File: src/rtl/bcd_countdown_timer.sv
// Multi-digit BCD countdown timer with run/pause control, expiry flag and optional auto-reload.
// All outputs registered; a control or tick sampled at one edge shows on the outputs after that edge.
module bcd_countdown_timer #(
  parameter int DIGITS      = 2,
  parameter int AUTO_RELOAD = 0
) (
  input  logic                clock,
  input  logic                rst,
  input  logic                load,
  input  logic [4*DIGITS-1:0] load_value,
  input  logic                start,
  input  logic                pause,
  input  logic                tick,
  output logic [4*DIGITS-1:0] count,
  output logic                running,
  output logic                expired,
  output logic                done
);

  localparam int W  = 4 * DIGITS;
  localparam bit AR = (AUTO_RELOAD != 0);

  typedef enum logic [1:0] {
    IDLE    = 2'd0,
    RUN     = 2'd1,
    PAUSED  = 2'd2,
    EXPIRED = 2'd3
  } state_t;

  state_t         state;
  logic [W-1:0]   reload;
  logic [W-1:0]   dec;
  logic [W-1:0]   clamped;
  logic           borrow;
  logic [3:0]     cur_digit;
  logic [3:0]     ld_digit;

  // Full-width borrow ripple and load clamping, both settled within the cycle.
  always_comb begin
    dec       = '0;
    clamped   = '0;
    borrow    = 1'b1;
    cur_digit = '0;
    ld_digit  = '0;
    for (int i = 0; i < DIGITS; i++) begin
      cur_digit = count[4*i +: 4];
      ld_digit  = load_value[4*i +: 4];
      if (!borrow) begin
        dec[4*i +: 4] = cur_digit;
      end else if (cur_digit == 4'd0) begin
        dec[4*i +: 4] = 4'd9;
      end else begin
        dec[4*i +: 4] = cur_digit - 4'd1;
        borrow        = 1'b0;
      end
      clamped[4*i +: 4] = (ld_digit > 4'd9) ? 4'd9 : ld_digit;
    end
  end

  // Any asserted start blocks pause and tick that cycle, even when start itself is ignored.
  always_ff @(posedge clock) begin
    if (!rst) begin
      state   <= IDLE;
      count   <= '0;
      reload  <= '0;
      running <= 1'b0;
      expired <= 1'b0;
      done    <= 1'b0;
    end else begin
      done <= 1'b0;
      if (load) begin
        count   <= clamped;
        reload  <= clamped;
        state   <= IDLE;
        running <= 1'b0;
        expired <= 1'b0;
      end else if (start) begin
        if (state == IDLE || state == PAUSED) begin
          if (count != '0 || AR) begin
            state   <= RUN;
            running <= 1'b1;
          end else begin
            state   <= EXPIRED;
            expired <= 1'b1;
            done    <= 1'b1;
          end
        end
      end else if (pause) begin
        if (state == RUN) begin
          state   <= PAUSED;
          running <= 1'b0;
        end
      end else if (tick && state == RUN) begin
        if (count == '0) begin
          // Only reachable with auto-reload: the tick after reaching zero restarts the phase.
          count <= reload;
          done  <= (reload == '0);
        end else begin
          count <= dec;
          if (dec == '0) begin
            done <= 1'b1;
            if (!AR) begin
              state   <= EXPIRED;
              running <= 1'b0;
              expired <= 1'b1;
            end
          end
        end
      end
    end
  end

endmodule
File: config.mk
export PLATFORM = sky130hd
export DESIGN_NAME = bcd_countdown_timer
export DESIGN_NICKNAME = d
export VERILOG_FILES = /design/src/rtl/bcd_countdown_timer.sv
export SDC_FILE = /design/constraint.sdc
export NUM_CORES = 1
export LEC_CHECK = 0
export CORE_MARGIN = 2
export CORE_UTILIZATION = 50
export DETAILED_ROUTE_END_ITERATION = 6
export GPL_TIMING_DRIVEN = 0
export PLACE_DENSITY = 0.78
export SLEW_MARGIN = 20
export SYNTH_ARGS = -nofsm -noshare
export SYNTH_HDL_FRONTEND = slang
export SYNTH_SLANG_ARGS = --single-unit
File: constraint.sdc
create_clock -name clock -period 2.35 [get_ports clock]
set_clock_uncertainty 0.05 [all_clocks]
set_input_delay 0.235 -clock clock [delete_from_list [all_inputs] [get_ports clock]]
set_output_delay 0.235 -clock clock [all_outputs]
set_load 0.01 [all_outputs]
==> flow_summary.yaml, run 1 <==
outcome:
  status: "completed"
synth:
  syn_area_per_cell_um2: 8.62
  yosys_warnings: 0
  yosysSeqAreaShare_pct: 35.3
  synth_nets: 152
  synthCells: 138
  ys_ff_latch: 21
  yosys.area.top_type: "dfxtp_1"
  synthDominantCellAreaShare_pct: 35.3
  synth_area_um2: 1190
  synthTopCellsByArea: "dfxtp_1 35%, o21ai_0 5.0%, nand3b_1 4.4%"
  synth.distinct_cells: 42
place:
  globalplace.congestion: 0.796
  portBuffers: 22
  dp_slack_ns: 0.202
  hpwl_mm: 2.02
  placedCellCount: 188
worst_setup_path:
  end_kind: "register"
  start_kind: "register"
  cp_cell_sequence: "or4_4, buf_6, nor4_4, mux2_1, o211a_1"
  required_ns: 2.52
  path_class: "register to register"
  crit_arrival_ns: 2.19
  path_max_fanout: 9
  critPathSlowestCell: "or4_4"
  slowest_delay_ns: 0.56
timing:
  fin_hold_ws_ns: 0.257
  period_share_pct: 85.9
  fmax_mhz: 495
  maxSlewHeadroom_pct: 44.2
  slew_viol_final: 0
  setup_violations: 0
  fin_setup_tns_ns: 0
  setup_slack_ns: 0.332
  hold_viol: 0
  worst_pin_slew_ns: 0.830
  min_period_ns: 2.02
  rsz0062_at_grt: "false"
pwr:
  vdd_drop_max_mv: 0.339
  leakagePower_nw: 0.561
  power_mw: 0.751
  powerDensity_nw_per_um2: 510
route:
  viasPerCell: 5.85
  vias: 1124
  wl_mm: 2.67
  drtAntennaViolNets: 0
  first_iter_violations: 28
  drcViolationCount: 0
  firstDrtPassIters: 4
  wl_per_cell_um: 13.9
clock_network:
  cts_setup_buffers: 0
  cts.sinks: 21
  postCtsHoldBufs: 0
  cts_buffers: 3
  htree_levels: 1
  clk_pin_slew_worst_paths_ns: 0.13
  clk-insertion-delay-late_ns: 0.31
  post_cts_resized: 0
  root_buffer: "clkbuf_4"
  clockBufferDepth: 2
  cts_tree: "built"
cells_and_area:
  nets: 179
  nFillCells: 201
  syn_to_final_growth_pct: 23.8
  final_cell_count_no_fill: 192
  num_antenna_cells: 0
  layout-drive-gt1-share_pct: 9.15
global_routing:
  grt_usage_pct: 20.8
  antenna_found_initial: 0
  grt_pass1_vias: 1007
  grt_overflow_total: 0
  grt_start_max_net_pins: 13
  grt_pass1_wl_mm: 4.33
die:
  io_pins: 25
  rows: 17
  core_um2: 2230
  die-area_um2: 2790
  fp.dieW_um: 52.8
  start_util_pct: 53.3
  die_h_um: 52.8
flow_run:
  drv_cap: 0
min_path:
  hold_class: "input port to register"
[layer usage]
layer | vias to the layer above | track usage [%] | share of wire, %
met5 | - | 0 | 0
met4 | 0 | 8.97 | 0.64
met3 | 2 | 2.57 | 4.3
met2 | 32 | 33.1 | 49
met1 | 528 | 28.0 | 46
li1 | 562 | - | -
[final cells by class]
type                    count  area (µm²)  share of cell area [%]
repair buffers             22         220                    15.0
inverters                   8        30.0                    2.04
flip-flops and latches     21         420                    28.5
multi-input cells         103         701                    47.6
clock inverters             1        5.00                   0.340
well taps                  28        35.0                    2.38
plain buffers               6        38.8                    2.63
clock buffers               3        22.5                    1.53
[worst paths after layout]
check	from	slack, ns	cells after the start	end
max reg2reg	count[0]$_SDFFE_PN0P_	0.33	5	count[7]$_SDFFE_PN0P_
min reg2reg	running$_SDFFE_PP0P_	0.41	2	running$_SDFFE_PP0P_
min	rst	0.26	2	count[7]$_SDFFE_PN0P_
max	count[0]$_SDFFE_PN0P_	0.33	5	count[7]$_SDFFE_PN0P_
[kinds of logic (layout without fill, tap and decap cells)]
| family | Yosys count | in the layout | share of synthesized area, % |
|---|---|---|---|
| muxes | 5 | 5 | 4.31 |
| buffers and inverters | 14 | 40 | 5.78 |
| DFF | 21 | 21 | 35.3 |
| and+or+nand+nor | 58 | 58 | 32.6 |
| AOI/OAI and AO/OA | 40 | 40 | 22.0 |
[state kept, by name, indices dropped and copies added, names as in the netlist]
signal and cells:
count 8, reload 8, state 2, done 1
expired 1, running 1
[cells in the mapped netlist, drive strengths merged]
master and instances:
clkbuf 2, and4b 1, o311a 1, nor3 4, o21ai 13, o21a 1, nor2 14, or4 3
inv 8, dfxtp 21, nand4 1, or3 2, o211ai 2, nand2 6, o22ai 2, a211oi 3
nand2b 9, nor2b 1, nand3b 7, nor4b 1, o211a 3, nand4bb 1, nand3 1, a21oi 10
buf 4, o31ai 2, a31oi 2, or4b 1, a22oi 1, nor4 5, mux2 1, mux2i 4
and2b 1
[placed cells by master (no fill, tap or decap), types with 2 or more instances in the layout]
cell and instances:
nor4_1 3, a21oi_1 10, mux2i_1 4, o211a_1 3, nor2_1 14, o211ai_1 2, a211oi_1 3, nand2b_1 8
clkbuf_4 3, inv_1 8, nand2_1 6, dfxtp_1 21, clkdlybuf4s50_1 22, clkbuf_1 2, nor3_1 4, o21ai_0 12
buf_6 2, nand3b_1 7, o22ai_1 2, a31oi_1 2, or4_4 2
[critical path: cells and delay by family (launching register included)]
family,cells,cell delay [ns]
AND/OR/NAND/NOR,2,0.77
flip-flops,1,0.41
AO/OA/AOI/OAI,1,0.21
multiplexers,1,0.35
buffers and inverters,1,0.15
[power breakdown]
group	leakage [nW]	internal (mW)	switching, mW
Sequential	0.173	0.376	0.0233
Clock	0.0177	0.0635	0.117
Combinational	0.370	0.0875	0.0835
Total	0.561	0.527	0.224
[stage by stage]
stage / cell area, µm² / util, %
4_1_cts: 1470 / 65.9
3_3_place_gp: 1450 / 64.7
2_1_floorplan: 1190 / -
3_5_place_dp: 1450 / 64.7
6_report: 1470 / 65.9
5_1_grt: 1470 / 65.9
(Power assumes the default switching activity.)
==> run 2: changes to the inputs <==
Settings changed: CAP_MARGIN from default to 20, CORE_UTILIZATION 50 to 45, PLACE_DENSITY 0.78 to 0.75.
==> flow_summary.yaml, run 2 (synthesis gave the netlist of run 1 again) <==
outcome:
  status: "completed"
cells_and_area:
  mostFrequentLayoutCells: "22 x clkdlybuf4s50_1, 21 x dfxtp_1, 14 x nor2_1"
  layout-drive-gt1-share_pct: 9.15
  num_antenna_cells: 0
  top_regs: "count: 8 flops, reload: 8 flops, state: 2 flops"
  multi_input_comb_area_um2: 701
  final_area_um2: 1480
  seqCellArea_um2: 420
  nFillCells: 231
  nets: 179
  syn_to_final_growth_pct: 24.0
  final_common_cell: "clkdlybuf4s50_1"
place:
  placed_area_um2: 1450
  portBuffers: 22
  hpwl_mm: 2.16
  globalplace.congestion: 0.849
  dp_slack_ns: 0.120
timing:
  setup_slack_ns: 0.330
  setup_violations: 0
  fin_hold_ws_ns: 0.245
  hold_viol: 0
  rsz0062_at_grt: "false"
  fmax_mhz: 495
  maxSlewHeadroom_pct: 38.4
  fin_setup_tns_ns: 0
  slew_viol_final: 0
  min_period_ns: 2.02
  period_share_pct: 85.9
  worst_pin_slew_ns: 0.916
clock_network:
  clockBufferDepth: 2
  cts_buffers: 3
  post_cts_resized: 0
  root_buffer: "clkbuf_4"
  clk_pin_slew_worst_paths_ns: 0.13
  cts.sinks: 21
  cts_setup_buffers: 0
  postCtsHoldBufs: 0
  cts_tree: "built"
  clk-insertion-delay-late_ns: 0.32
  htree_levels: 1
global_routing:
  grt_pass1_wl_mm: 4.95
  grt_start_max_net_pins: 13
  met2_usage_pct: 33.3
  grt_usage_pct: 19.6
  grt_busiest_layer: "met2"
  antenna_found_initial: 0
  grt_overflow_total: 0
  use_met1_pct: 25.4
  met3_usage_pct: 2.58
  grt_pass1_vias: 1116
die:
  rows: 18
  core_um2: 2500
  die_h_um: 55.4
  fp.dieW_um: 55.4
  die-area_um2: 3070
  io_pins: 25
  start_util_pct: 47.6
route:
  drtAntennaViolNets: 0
  wl_per_cell_um: 14.5
  vias: 1136
  drcViolationCount: 0
  viasPerCell: 5.86
  first_iter_violations: 38
  firstDrtPassIters: 4
  wl_mm: 2.82
pwr:
  internal-power_mw: 0.527
  p_sw_mw: 0.232
  clockPowerShare_pct: 24.7
  leakagePower_nw: 0.561
  power_mw: 0.759
  power.share.switching_pct: 30.6
  vdd_drop_max_mv: 0.336
  power_frac_comb_pct: 22.7
  p_seq_share_pct: 52.6
  powerDensity_nw_per_um2: 515
worst_setup_path:
  cp_cell_sequence: "or4_4, buf_6, nor4_4, mux2_1, o211a_1"
  path_max_fanout: 9
  end_kind: "register"
  crit_arrival_ns: 2.20
  slowest_delay_ns: 0.56
  required_ns: 2.53
  path_class: "register to register"
  start_kind: "register"
  critPathSlowestCell: "or4_4"
min_path:
  hold_class: "input port to register"
flow_run:
  drv_cap: 0
-- run 2: cell counts in the layout (fill, tap and decap cells not counted) --
No cell type changed its count.
-- run 2: metal layers --
| metal | up-vias | share of wire, % |
|---|---|---|
| li1 | 561 | - |
| met1 | 543 | 46 |
| met2 | 27 | 49 |
| met3 | 5 | 3.5 |
| met4 | 0 | 1.4 |
| met5 | - | 0 |
-- run 2: through the flow --
| stage | util [%] | instances |
|---|---|---|
| 3_5_place_dp | 57.9 | 190 |
| 3_3_place_gp | 57.9 | 190 |
| 2_1_floorplan | - | 138 |
| 5_1_grt | 59.0 | 194 |
| 4_1_cts | 59.0 | 194 |
| 6_report | 59.0 | 194 |
-- run 2: critical path, delay by kind of cell, from the launching register on --
kind            cells  cell delay [ns]
compound gates      1             0.20
buf+inv             1             0.15
flops               1             0.41
mux                 1             0.34
simple gates        2             0.77
-- run 2: final timing paths --
kind,from,endpoint,slack (ns),cells after the start
worst min register to register,running$_SDFFE_PP0P_,running$_SDFFE_PP0P_,0.42,2
worst max-delay path,count[0]$_SDFFE_PN0P_,count[7]$_SDFFE_PN0P_,0.33,5
worst max register to register,count[0]$_SDFFE_PN0P_,count[7]$_SDFFE_PN0P_,0.33,5
worst min-delay path,rst,count[1]$_SDFFE_PN0P_,0.25,2
-- run 2: cell type report --
type,count,area share (%)
clock inverters,1,0.339
plain buffers,6,2.63
repair buffers,22,14.9
clock buffers,3,1.53
flip-flops and latches,21,28.5
inverters,8,2.04
well taps,30,2.54
multi-input cells,103,47.5
-- run 2: power groups by stage --
| stage | combinational [mW] | clock [mW] | sequential [mW] |
|---|---|---|---|
| global route | 0.189 | 0.202 | 0.403 |
| global placement | 0.169 | 0 | 0.406 |
| finish | 0.173 | 0.187 | 0.399 |
| CTS | 0.173 | 0.192 | 0.399 |
| detailed placement | 0.173 | 0 | 0.407 |
| floorplan | 0.103 | 0 | 0.406 |
